[src/rtl/j1b_io_pkg.sv]
// Shared constants and helpers for the j1b I/O port block: address decode
// bits, status register layout and the status word builder.
package j1b_io_pkg;

    // Address bits selecting the per-channel data and status registers
    localparam int IO_DATA_BIT = 12;
    localparam int IO_STAT_BIT = 13;

    // Status register bit positions
    localparam int ST_ONE     = 0;
    localparam int ST_RXNE    = 1;
    localparam int ST_TXE     = 2;
    localparam int ST_RXOVF   = 3;
    localparam int ST_TXOVF   = 4;
    localparam int ST_CNT_LSB = 8;

    // Builds a channel status word; the RX count saturates at 255 so a
    // 256-deep FIFO still fits the 8-bit count field.
    function automatic logic [31:0] status_word(
        input logic       rxne,
        input logic       txe,
        input logic       rxovf,
        input logic       txovf,
        input logic [8:0] count
    );
        logic [31:0] word;
        word                     = '0;
        word[ST_ONE]             = 1'b1;
        word[ST_RXNE]            = rxne;
        word[ST_TXE]             = txe;
        word[ST_RXOVF]           = rxovf;
        word[ST_TXOVF]           = txovf;
        word[ST_CNT_LSB +: 8]    = count[8] ? 8'hFF : count[7:0];
        return word;
    endfunction

endpackage

[src/rtl/j1b_byte_fifo.sv]
// Byte-wide synchronous FIFO used as the per-channel RX queue. Pushes
// while full and pops while empty are ignored; fullness and emptiness
// are judged on the state at the start of the cycle.
module j1b_byte_fifo
    import j1b_io_pkg::*;
#(
    parameter int DEPTH = 16,
    localparam int AW   = $clog2(DEPTH)
) (
    input  logic          i_clk,
    input  logic          i_reset,
    input  logic          i_push,
    input  logic [7:0]    i_din,
    input  logic          i_pop,
    output logic [7:0]    o_dout,
    output logic [AW:0]   o_count,
    output logic          o_full,
    output logic          o_empty
);

    logic [7:0]    r_mem [DEPTH];
    logic [AW-1:0] r_wrPtr;
    logic [AW-1:0] r_rdPtr;
    logic [AW:0]   r_count;
    logic          w_doPush;
    logic          w_doPop;

    assign o_full   = (r_count == (AW+1)'(DEPTH));
    assign o_empty  = (r_count == '0);
    assign w_doPush = i_push & ~o_full;
    assign w_doPop  = i_pop & ~o_empty;
    assign o_dout   = r_mem[r_rdPtr];
    assign o_count  = r_count;

    // Storage array; contents need no reset because the count gates reads
    always_ff @(posedge i_clk) begin
        if (w_doPush) begin
            r_mem[r_wrPtr] <= i_din;
        end
    end

    // Pointers wrap naturally at DEPTH; the count tracks occupancy
    always_ff @(posedge i_clk) begin
        if (i_reset) begin
            r_wrPtr <= '0;
            r_rdPtr <= '0;
            r_count <= '0;
        end else begin
            if (w_doPush) begin
                r_wrPtr <= r_wrPtr + 1'b1;
            end
            if (w_doPop) begin
                r_rdPtr <= r_rdPtr + 1'b1;
            end
            case ({w_doPush, w_doPop})
                2'b10:   r_count <= r_count + 1'b1;
                2'b01:   r_count <= r_count - 1'b1;
                default: r_count <= r_count;
            endcase
        end
    end

endmodule

[src/rtl/j1b_io_ports.sv]
// j1b I/O port block: registers the CPU I/O strobes, decodes the captured
// address and serves NCH UART channels, each with an RX FIFO, a one-byte
// TX holding register and clear-on-read overflow flags.
module j1b_io_ports
    import j1b_io_pkg::*;
#(
    parameter int NCH     = 2,
    parameter int RXDEPTH = 16
) (
    input  logic               i_clk,
    input  logic               i_reset,
    input  logic               i_io_rd,
    input  logic               i_io_wr,
    input  logic [15:0]        i_mem_addr,
    input  logic [31:0]        i_dout,
    output logic [31:0]        o_io_din,
    output logic [8*NCH-1:0]   o_tx_data,
    output logic [NCH-1:0]     o_tx_valid,
    input  logic [NCH-1:0]     i_tx_ready,
    input  logic [8*NCH-1:0]   i_rx_data,
    input  logic [NCH-1:0]     i_rx_valid,
    output logic [NCH-1:0]     o_rx_ready
);

    localparam int AW = $clog2(RXDEPTH);
    localparam int CW = (NCH > 1) ? $clog2(NCH) : 1;

    logic                   r_io_rd;
    logic                   r_io_wr;
    logic [15:0]            r_io_addr;
    logic [31:0]            r_dout;
    logic [CW-1:0]          w_idx;
    logic                   w_chanOk;
    logic                   w_isData;
    logic                   w_isStat;
    logic [NCH-1:0]         w_sel;
    logic [NCH-1:0][31:0]   w_chanWord;
    logic                   w_unused;

    // Capture the CPU strobes every cycle and the address/data on access
    always_ff @(posedge i_clk) begin
        if (i_reset) begin
            r_io_rd   <= 1'b0;
            r_io_wr   <= 1'b0;
            r_io_addr <= '0;
            r_dout    <= '0;
        end else begin
            r_io_rd <= i_io_rd;
            r_io_wr <= i_io_wr;
            if (i_io_rd | i_io_wr) begin
                r_io_addr <= i_mem_addr;
                r_dout    <= i_dout;
            end
        end
    end

    // Channel index is the word address truncated to the channel count width
    assign w_idx    = (NCH > 1) ? r_io_addr[2 +: CW] : '0;
    assign w_chanOk = (int'(w_idx) < NCH);
    assign w_isData = r_io_addr[IO_DATA_BIT];
    assign w_isStat = r_io_addr[IO_STAT_BIT];
    assign w_unused = ^{r_io_addr, r_dout};

    for (genvar g = 0; g < NCH; g++) begin : g_ch
        logic [7:0]  w_head;
        logic [AW:0] w_count;
        logic        w_full;
        logic        w_empty;
        logic        w_pop;
        logic        w_statRd;
        logic        w_wrHit;
        logic        r_txValid;
        logic [7:0]  r_txData;
        logic        r_txOvf;
        logic        r_rxOvf;
        logic [31:0] w_dataWord;
        logic [31:0] w_statWord;

        assign w_sel[g]  = w_chanOk & (w_idx == CW'(g));
        assign w_pop     = r_io_rd & w_isData & w_sel[g];
        assign w_statRd  = r_io_rd & w_isStat & w_sel[g];
        assign w_wrHit   = r_io_wr & w_isData & w_sel[g];

        j1b_byte_fifo #(.DEPTH(RXDEPTH)) u_rxFifo (
            .i_clk   (i_clk),
            .i_reset (i_reset),
            .i_push  (i_rx_valid[g]),
            .i_din   (i_rx_data[8*g +: 8]),
            .i_pop   (w_pop),
            .o_dout  (w_head),
            .o_count (w_count),
            .o_full  (w_full),
            .o_empty (w_empty)
        );

        // TX holding register: a write is accepted when empty or draining
        // this cycle, otherwise it is dropped and flagged as overflow
        always_ff @(posedge i_clk) begin
            if (i_reset) begin
                r_txValid <= 1'b0;
                r_txData  <= '0;
                r_txOvf   <= 1'b0;
            end else begin
                if (w_wrHit && (!r_txValid || i_tx_ready[g])) begin
                    r_txValid <= 1'b1;
                    r_txData  <= r_dout[7:0];
                end else if (r_txValid && i_tx_ready[g]) begin
                    r_txValid <= 1'b0;
                end
                if (w_wrHit && r_txValid && !i_tx_ready[g]) begin
                    r_txOvf <= 1'b1;
                end else if (w_statRd) begin
                    r_txOvf <= 1'b0;
                end
            end
        end

        // RX overflow is sticky; a new overflow beats a same-cycle clear
        always_ff @(posedge i_clk) begin
            if (i_reset) begin
                r_rxOvf <= 1'b0;
            end else if (i_rx_valid[g] && w_full) begin
                r_rxOvf <= 1'b1;
            end else if (w_statRd) begin
                r_rxOvf <= 1'b0;
            end
        end

        assign w_dataWord = (w_isData && !w_empty) ? {24'd0, w_head} : '0;
        assign w_statWord = w_isStat ? status_word(!w_empty, !r_txValid, r_rxOvf,
                                                   r_txOvf, 9'(w_count))
                                     : '0;
        assign w_chanWord[g]       = w_sel[g] ? (w_dataWord | w_statWord) : '0;
        assign o_tx_data[8*g +: 8] = r_txData;
        assign o_tx_valid[g]       = r_txValid;
        assign o_rx_ready[g]       = ~w_full & ~i_reset;
    end

    // Read data: at most one channel is selected, so OR-merge the channels
    always_comb begin
        o_io_din = '0;
        for (int c = 0; c < NCH; c++) begin
            o_io_din = o_io_din | w_chanWord[c];
        end
    end

endmodule

[config.mk]
export PLATFORM = sky130hd
export DESIGN_NAME = j1b_io_ports
export DESIGN_NICKNAME = d
export VERILOG_FILES = /design/src/rtl/j1b_io_pkg.sv /design/src/rtl/j1b_byte_fifo.sv /design/src/rtl/j1b_io_ports.sv
export SDC_FILE = /design/constraint.sdc
export NUM_CORES = 1
export LEC_CHECK = 0
export CAP_MARGIN = 25
export CORE_MARGIN = 2
export CORE_UTILIZATION = 37
export DETAILED_ROUTE_END_ITERATION = 8
export DONT_BUFFER_PORTS = 1
export PLACE_DENSITY_LB_ADDON = 0.1
export RECOVER_POWER = 50
export REMOVE_ABC_BUFFERS = 1
export SLEW_MARGIN = 20
export SYNTH_ARGS = -nofsm -noshare
export SYNTH_HDL_FRONTEND = slang
export SYNTH_HIERARCHICAL = 1
export SYNTH_SLANG_ARGS = --single-unit
[constraint.sdc]
create_clock -name i_clk -period 3.5 [get_ports i_clk]
set_clock_uncertainty 0.2 [all_clocks]
set_input_delay 0.7 -clock i_clk [delete_from_list [all_inputs] [get_ports i_clk]]
set_output_delay 0.7 -clock i_clk [all_outputs]
set_load 0.01 [all_outputs]
==> results of run 1 <==
==> path summary, 6_finish.rpt <==
kind                                             startpoint                     endpoint  slack [ns]
worst max-delay path                               register                  o_io_din[1]        0.09
worst min-delay path                                i_reset          g_ch[1].r_txData[6]        0.06
worst max register to register  g_ch[1].u_rxFifo/o_count[0]  g_ch[1].u_rxFifo/o_count[4]        0.20
worst min register to register                    r_dout[3]                    r_dout[3]        0.27
==> registers in the layout, indices dropped and copies added (netlist names), named ones only <==
name and count:
g_ch.r_rxOvf 2, g_ch.r_txData 16, g_ch.r_txOvf 2, g_ch.r_txValid 2
g_ch.u_rxFifo/o_count 10, g_ch.u_rxFifo/r_mem 256, g_ch.u_rxFifo/r_rdPtr 8, g_ch.u_rxFifo/r_wrPtr 8
r_dout 8, r_io_addr 3, r_io_rd 1, r_io_wr 1
==> power by group <==
group / switching, W / internal (W) / leakage [nW] / total [W]
sequential: 0.0000430 / 0.00422 / 2.87 / 0.00427
combinational: 0.000188 / 0.000118 / 1.65 / 0.000306
clock: 0.00147 / 0.00230 / 0.587 / 0.00377
total: 0.00170 / 0.00664 / 5.11 / 0.00834
==> synth_stat cells (3+ instances only) <==
cell type and number:
inv_1 14, or3b_1 4, buf_6 5, a22oi_1 38, o21ai_0 26, edfxtp_1 256, mux2i_1 11, buf_2 14
nor2b_1 21, nand3b_1 3, buf_4 23, a31oi_1 3, clkbuf_1 28, mux4_2 64, xor2_1 13, dfxtp_1 69
nand2_1 61, a221oi_1 4, nor3_1 13, nand2b_1 12, ha_1 16, and3_1 5, o21a_1 4, a21oi_1 29
buf_1 5, nand3_1 11, nor2_1 71, o211ai_2 3
==> repair_timing <==
item	4_1_cts	5_1_grt
pin swaps	0	0
gates cloned	0	0
endpoints found under the setup margin	8	9
buffers inserted	0	9
resized for setup	11	4
==> stage by stage <==
step           std cells  area [um^2]  setup TNS, ns  power [W]  setup slack [ns]
2_1_floorplan        824        13200         -0.237    0.00454           -0.0660
3_3_place_gp        1322        14000              0    0.00463             0.272
3_5_place_dp        1322        14000              0    0.00465             0.149
4_1_cts             1387        15300              0    0.00846            0.0164
5_1_grt             1396        15400        -0.0325    0.00864           -0.0192
6_report            1396        15400              0    0.00834            0.0889
==> cell type report <==
cell class	instances	area, um^2	area share
clock buffer	45	987	0.0643
inverter	15	56.3	0.00366
clock inverter	20	210	0.0137
sequential	325	9070	0.591
timing repair buffer	39	342	0.0222
multi-input combinational	484	4110	0.267
tap	468	586	0.0381
==> per-layer routing <==
layer | GRT usage | vias up | share of wire | routed length (um)
li1 | - | 3379 | - | -
met1 | 0.198 | 3721 | 0.43 | 12500
met2 | 0.265 | 164 | 0.50 | 14700
met3 | 0.0276 | 53 | 0.043 | 1270
met4 | 0.0534 | 0 | 0.027 | 798
met5 | 0 | - | 0 | 0
==> cells by family after synthesis <==
group | synth area share
AND/OR/NAND/NOR | 0.0833
AO/OA/AOI/OAI | 0.0710
multiplexers | 0.115
buffers and inverters | 0.0354
adder cells (fa/ha/maj) | 0.0148
flip-flops | 0.670
other | 0.000277
XOR/XNOR | 0.00971
==> metrics, run 1 <==
outcome finished clean; WHS Path Cells 1; Syn-to-layout area delta 13.5%; fin crit period ~3.4 ns; number of warnings issued by yosys 6; Fin. Hold Viols 0; worst slew pin tran about 0.88 ns; first-iteration detailed-routing DRC count 349; power per standard cell area 543 nW/um^2; Critical Path RT between 2 and 3 ns; DRC viols 0; Arr. time, crit path ~2.5 ns; Post-Syn Instances ~880; Hold Buf Count CTS 0; crit-path cells buf_6 > buf_8 > mux4_2 > a22oi_1 > nand2_1 > a22oi_1 > o21ai_1; initial antenna violation count 0; wire per inst around 21 um; vias in the first global route between 7000 and 8000; Die Wd 195 um; H-Tree Depth 2; WL final 29.3 mm; Final Cycle Share 0.975; Final Slew Violations 0; first-pass GRT wire length approximately 45 mm; Clock Tree Buf Depth 3; clock latency on the worst-skew pair approximately 0.53 ns; Slew headroom 0.414; max incr delay on CP 0.51 ns; Fillers 3215; Worst-path clk slew roughly 0.06 ns; routability cong. between 0.8 and 0.9; Critical Path Sink Type output port; Post-synth EDFFs 256; type of origin of the critical path register; Netlist cell types 71; most frequent cells in the layout 256 x edfxtp_1, 71 x nor2_1, 67 x dfxtp_1; cell repeated most along the worst path a22oi_1; final-report setup violation count 0; critical path class reg2out; antenna cell count 0; most common cell after layout, fill and taps aside edfxtp_1; drt pass-1 iters 5; GR Util All Layers 0.155; critical path buffer and inverter count 2; Synth area leaders edfxtp_1 57%, mux4_2 11%, dfxtp_1 10%, a22oi_1 2.1%, nor2_1 2.0%; Async SR Flop Fraction 0; Mapped Area between 10000 and 15000 um^2; Initial Util 0.372; RSZ-0062 raised after global routing true; leak pwr between 5 and 6 nW; I/O pin cnt approximately 120; TritonCTS buffer count 37; flops & latches, synth 325; CTS tree built; FMAX 293 MHz; DP HPWL between 20 and 25 mm; Max-Cap Viols 0; Die Y about 200 um; Via density 5.24; clock sink count around 330; Worst Reg-to-Reg Cells 10; highest-delay cell along the critical path mux4_2; port bufs 0; placement row count 70; antenna-violating nets left 0; fin util 0.423; die area around 38000 um^2; Critical Path Fanout Max 9; total gr overflow 0; Nets 990; final hold slack around 0.06 ns; Stages on worst setup path 7; Synth top area share 0.568; Main synth FF type edfxtp_1; mean post-synth cell area approximately 15 um^2; routed via count roughly 7300; pin count of the biggest net entering global routing 81; Root Buffer clkbuf_16; peak supply drop about 370 uV; HP Class in2reg; share of post-route cells with drive strength above 1 0.204; Synth area leader edfxtp_1; family with the most delay on the worst path compound AO/OA/AOI/OAI gates; core footprint around 36000 um^2; Seq/Total Area, Yosys 0.670
Power figures use the tool's default switching activity.
==> inputs of run 2 (changes only) <==
Settings changed: PLACE_DENSITY_LB_ADDON 0.1 to not set.
==> run 2 against run 1 <==
  * Global-route usage decreased by 0.64 points
  * Highest routed layer unchanged
  * Largest power group unchanged
  * Maximum frequency is 0.32% lower
  * Flip-flop and latch count unchanged
  * Combinational power decreased by 2%
  * Wire length fell by 4.4%
==> metrics, run 2 (same netlist as run 1, synthesis figures left out) <==
DR top layer met4; Final Cycle Share 0.978 (+0.00316); WL final 28.0 mm (-4.4%); Syn-to-layout area delta 13.1%; WL met1 12.3 mm (-1.7%); final-report setup violation count 0 (unchanged); critical path class reg2out; outcome finished clean; Arr. time, crit path 2.52 ns (about the same); leak pwr 5.09 nW (-0.26%); vias in the first global route 7478 (-1.2%); most frequent cells in the layout 256 x edfxtp_1, 68 x nor2_1, 66 x dfxtp_1; H-Tree Depth 2 (unchanged); first-pass GRT wire length 43.7 mm (-2.0%); antenna cell count 0 (unchanged); Die Wd 195 um (unchanged); clock latency on the worst-skew pair 0.53 ns (about the same); Finished Cell Area 15300 um^2 (-0.37%); drt pass-1 iters 5 (unchanged); first-iteration detailed-routing DRC count 436 (+25%); TritonCTS buffer count 35 (-5.4%); DP Area 14100 um^2 (+0.64%); most common cell after layout, fill and taps aside edfxtp_1; Via density 5.24 (about the same); wire per inst 19.8 um (-5.4%); Fin. Hold Viols 0 (unchanged); Biggest register g_ch.u_rxFifo/r_mem; met2 wire len 13.7 mm (-6.9%); max reg flops 256 (unchanged); Critical Path Sink Type output port; clock sink count 325 (unchanged); Clock Tree Buf Depth 3 (unchanged); power per standard cell area 523 nW/um^2 (-3.6%); Initial Util 0.372 (unchanged); fin crit period 3.42 ns (+0.0111 ns); total gr overflow 0 (unchanged); DRC viols 0 (unchanged); Critical Path Fanout Max 10 (+1); DP HPWL 19.3 mm (-3.5%); Max-Cap Viols 0 (unchanged); routability cong. 0.758 (-9.2%); I/O pin cnt 124 (unchanged); routed via count 7394 (+1.1%); Hold Buf Count CTS 0 (unchanged); initial antenna violation count 0 (unchanged); Slew headroom 0.382 (-0.0320); fin util 0.421 (-0.00155); share of post-route cells with drive strength above 1 0.207 (+0.00334); core footprint 36300 um^2 (unchanged); antenna-violating nets left 0 (unchanged); die area 38100 um^2 (unchanged); GR Util All Layers 0.148 (-0.00642); pin count of the biggest net entering global routing 81 (unchanged); worst slew pin tran 0.923 ns (+0.0479 ns); Root Buffer clkbuf_16; Nets 1003 (+1.3%); Final Slew Violations 0 (unchanged); FMAX 292 MHz (-0.32%); peak supply drop 283 uV (-24%); Worst-path clk slew 0.06 ns (about the same); HP Class in2reg; Setup TNS 0 ns (unchanged); placement row count 70 (unchanged); routed wl met3 1.48 mm (+16%); CTS tree built; Critical Path RT 2.60 ns (about the same); Die Y 195 um (unchanged); port bufs 0 (unchanged); Fillers 3252 (+1.2%); type of origin of the critical path register
-- run 2: changes by cell type in the layout (fill, tap and decap cells not counted), moves of 3 or more --
| cell | previous run | this run |
|---|---|---|
| clkbuf_1 | 6 | 13 |
| clkbuf_16 | 38 | 35 |
| nor2_1 | 71 | 68 |
| buf_4 | 34 | 49 |
| clkinv_2 | 7 | 4 |
| bufinv_16 | 4 | 1 |
| nor2_2 | 1 | 4 |
-- run 2: worst max-delay path, cell delays in order (launching register included) --
cell and delay, ns:
dfxtp_4 0.38, buf_12 0.15, buf_12 0.16, mux4_2 0.50, a22oi_1 0.20, nand2_1 0.08
a22oi_1 0.18, o21ai_1 0.16, buf_4 0.19
-- run 2: layer usage --
metal / vias to the layer above / track usage
li1: 3403 / -
met1: 3781 / 0.198
met2: 170 / 0.247
met3: 40 / 0.0306
met4: 0 / 0.0387
met5: - / 0
-- run 2: worst paths after layout --
check	from	to	slack [ns]	cells past startpoint
worst max-delay path	register	o_io_din[1]	0.08	8
worst min-delay path	i_rx_data[15]	g_ch[1].u_rxFifo/r_mem[7][7]	0.05	0
worst max register to register	g_ch[0].u_rxFifo/o_count[1]	g_ch[0].u_rxFifo/o_count[4]	0.25	10
worst min register to register	r_dout[3]	r_dout[3]	0.26	2
-- run 2: power by group --
group / total [W] / switching (W) / internal (W)
clock network: 0.00345 / 0.00145 / 0.00200
logic: 0.000300 / 0.000180 / 0.000120
registers: 0.00426 / 0.0000414 / 0.00422
total: 0.00801 / 0.00167 / 0.00634
-- run 2: final cells by class --
cell class	count	area, um^2	area share
Sequential cell	325	9080	0.593
Clock buffer	50	956	0.0624
Multi-Input combinational cell	484	4060	0.265
Inverter	15	56.3	0.00368
Timing Repair Buffer	54	443	0.0289
Tap cell	468	586	0.0383
Clock inverter	14	128	0.00834
-- run 2: what timing repair did --
action,in CTS,in global routing
endpoints found under the setup margin,8,6
buffers inserted,4,8
cloned,0,0
pin swaps,0,1
resized for setup,9,7
-- run 2: through the flow --
step / setup WS (ns) / power [W] / instances / hold slack [ns]
5_1_grt: -0.00404 / 0.00828 / 1410 / 0.0174
2_1_floorplan: -0.0660 / 0.00454 / 824 / 0.234
3_3_place_gp: 0.316 / 0.00463 / 1331 / 0.256
3_5_place_dp: 0.342 / 0.00464 / 1334 / 0.257
4_1_cts: 0.00169 / 0.00810 / 1402 / 0.0150
6_report: 0.0779 / 0.00801 / 1410 / 0.0543
==> inputs of run 3 (changes only) <==
Settings changed: ABC_AREA set to 1.
==> run 3 against run 2 <==
  * Design area rose by 2.3%
  * Global-route usage rose by 0.50 points
  * Highest routed layer is now met5
  * Largest cell class unchanged
  * Clock-buffer cell count did not move
  * Final cell count rose by 25%
  * Sequential share of layout area fell by 1.3 points
  * Via count rose by 16%
  * Synthesized cell count rose by 39%
  * Sequential power rose by 1%
  * Maximum frequency rose by 3.4%
  * Synthesized area rose by 4.1%
  * Flip-flop and latch count did not move
  * Critical path type unchanged
==> metrics, run 3 <==
Die Wd 199 um (+2.0%); crit-path cells buf_4 > mux2i_1 > o211ai_1 > o211ai_1 > nand2_1 > nand2_1 > nand2_1 > nand2_1 > nand2_1; share of post-route cells with drive strength above 1 0.0871 (-0.120); Clock Tree Buf Depth 3 (unchanged); flops & latches, synth 325 (unchanged); RSZ-0062 raised after global routing false; Post-Synth Simple-Gate Area 0.111 (+0.0274); DRC viols 0 (unchanged); clock latency on the worst-skew pair 0.53 ns (about the same); Initial Util 0.375 (+0.00243); Arr. time, crit path 2.41 ns (-0.11 ns); Syn-to-layout area delta 11.2%; antenna cell count 0 (unchanged); Netlist cell types 40 (-44%); initial antenna violation count 2 (+2); type of origin of the critical path register; pin count of the biggest net entering global routing 48 (-41%); Top Usage Layer GRT met2; Synth area leader edfxtp_1; power per standard cell area 538 nW/um^2 (+2.9%); Synth top area share 0.546 (-0.0222); cell repeated most along the worst path nand2_1; Seq/Total Area, Yosys 0.644 (-0.0261); outcome finished clean; total gr overflow 0 (unchanged); clock sink count 325 (unchanged); leak pwr 5.48 nW (+7.5%); Critical Path Sink Type output port; port bufs 0 (unchanged); Post-synth EDFFs 256 (unchanged); Final Slew Violations 0 (unchanged); FMAX 302 MHz (+3.4%); most common library cells after synthesis 256 x edfxtp_1, 132 x inv_1, 107 x nand2_1; first-pass GRT wire length 46.8 mm (+7.1%); Main synth FF type edfxtp_1; largest family of logic cells by synthesized area simple AND/OR/NAND/NOR gates; post-synthesis xor/xnor area fraction 0.00675 (-0.00295); peak supply drop 390 uV (+38%); max reg flops 256 (unchanged); Critical Path RT 2.60 ns (about the same); total power 0.00843 W (+5.2%); routability cong. 0.808 (+6.6%); Mapped Area 14100 um^2 (+4.1%); Final Cycle Share 0.946 (-0.0321); Critical Path Fanout Max 23 (+13); Slew headroom 0.331 (-0.0515); Worst-path clk slew 0.06 ns (about the same); Nets 1312 (+31%); GR Util met1 0.205 (+0.00685); first-iteration detailed-routing DRC count 657 (+51%); CTS tree built; multiplexer area fraction after synthesis 0.0455 (-0.0700); worst slew pin tran 1.00 ns (+0.0769 ns); most common cell after layout, fill and taps aside edfxtp_1; Fin. Hold Viols 0 (unchanged); Post-Syn Instances 1225 (+39%); drt pass-1 iters 5 (unchanged); DP HPWL 19.7 mm (+2.3%); Hold Buf Count CTS 0 (unchanged); HP Class in2reg; M3 GR Usage 0.0393 (+0.00875); WL final 30.4 mm (+8.4%); global routing met2 resource utilization 0.245 (-0.00176); Die Y 199 um (+2.0%); critical path class reg2out; placement row count 71 (+1.4%); Synth area leaders edfxtp_1 55%, dfxtp_1 9.8%, mux2i_1 4.5%, inv_1 3.5%, o21ai_0 3.4%; wire per inst 17.2 um (-13%); Biggest register g_ch.u_rxFifo/r_mem; WHS Path Cells 1 (+1); Max-Cap Viols 0 (unchanged); GR Util All Layers 0.153 (+0.00499); die area 39600 um^2 (+4.0%); number of warnings issued by yosys 6 (unchanged); Worst Reg-to-Reg Cells 14 (+4); max incr delay on CP 0.58 ns (+0.08 ns); most frequent cell after synthesis edfxtp_1; highest-delay cell along the critical path dfxtp_4; fin crit period 3.31 ns (-0.112 ns); H-Tree Depth 2 (unchanged); Synth Area in Compound Gates 0.110 (+0.0387); TritonCTS buffer count 36 (+2.9%); antenna-violating nets left 0 (unchanged); vias in the first global route 8266 (+11%); Setup TNS 0 ns (unchanged); Async SR Flop Fraction 0 (unchanged); Root Buffer clkbuf_16; core footprint 37600 um^2 (+3.4%); most frequent cells in the layout 256 x edfxtp_1, 133 x inv_1, 111 x nand2_1; mean post-synth cell area 11.5 um^2 (-25%); I/O pin cnt 124 (unchanged); final-report setup violation count 0 (unchanged); routed via count 8608 (+16%); Via density 4.88 (-6.9%); Post-Synth Adder-Cell Area 0.0142 (-0.000577)
==> run 3: cell types whose count changed in the layout (fill, tap and decap cells not counted), sizes merged, moves of 38 or more <==
cell / delta
mux4: -64
nor2: +43
a21oi: +59
nand3: +50
o21ai: +73
mux2i: +53
o211ai: +57
a22oi: -38
nand2: +57
inv: +126
==> run 3: worst paths after layout <==
check                  startpoint                          end  slack [ns]
hold reg to reg   g_ch[0].r_rxOvf              g_ch[0].r_rxOvf        0.27
hold / removal            i_reset  g_ch[0].u_rxFifo/o_count[1]        0.04
setup / recovery         register                  o_io_din[3]        0.19
setup reg to reg     r_io_addr[2]  g_ch[1].u_rxFifo/o_count[4]        0.62
==> run 3: cell families (layout without fill, tap and decap cells) <==
family                   after synthesis  after routing
adder cells (fa/ha/maj)               16             16
XOR/XNOR                              10             10
AO/OA/AOI/OAI                        264            264
AND/OR/NAND/NOR                      327            327
buffers and inverters                218            227
flip-flops                           325            325
multiplexers                          64             64
other                                  1             19
==> run 3: area by class of cell <==
type | instances | area, um^2
Clock inverter | 16 | 139
Timing Repair Buffer | 21 | 206
Tap cell | 511 | 639
Multi-Input combinational cell | 700 | 4050
Fill cell | 3511 | 21900
Inverter | 140 | 533
Sequential cell | 325 | 9080
Clock buffer | 50 | 1010
==> run 3: metal layers <==
metal,part of all wire,vias to the layer above
li1,-,4274
met1,0.45,4071
met2,0.46,212
met3,0.066,47
met4,0.020,4
met5,0.00089,-
==> run 3: what timing repair did <==
| action | in CTS | in global routing |
|---|---|---|
| pin swaps | 0 | 0 |
| endpoints found under the setup margin | 1 | 6 |
| resized for setup | 0 | 1 |
| buffers inserted | 1 | 1 |
==> run 3: worst max-delay path, delay by kind of cell (launching register included) <==
family                 cells  cell delay [ns]
multiplexers               1             0.20
AND/OR/NAND/NOR            5             0.56
buffers and inverters      1             0.23
flip-flops                 1             0.58
AO/OA/AOI/OAI              2             0.29
==> run 3: power by group <==
part           switching [W]  internal (W)  leakage, nW  total (W)
sequential         0.0000646       0.00425         2.88    0.00432
clock                0.00152       0.00212        0.572    0.00364
combinational       0.000325      0.000150         2.03   0.000474
total                0.00191       0.00652         5.48    0.00843
==> run 3: stage by stage <==
step	util	cells	setup WS (ns)	hold WS, ns	area [um^2]
final	0.417	1763	0.190	0.0446	15700
after global routing	0.417	1763	0.00374	0.0254	15700
after CTS	0.418	1762	0.0761	0.0217	15700
after detailed placement	0.387	1695	0.551	0.254	14500
after global placement	0.387	1695	0.585	0.250	14500
after floorplan	-	1165	-0.488	0.234	13700
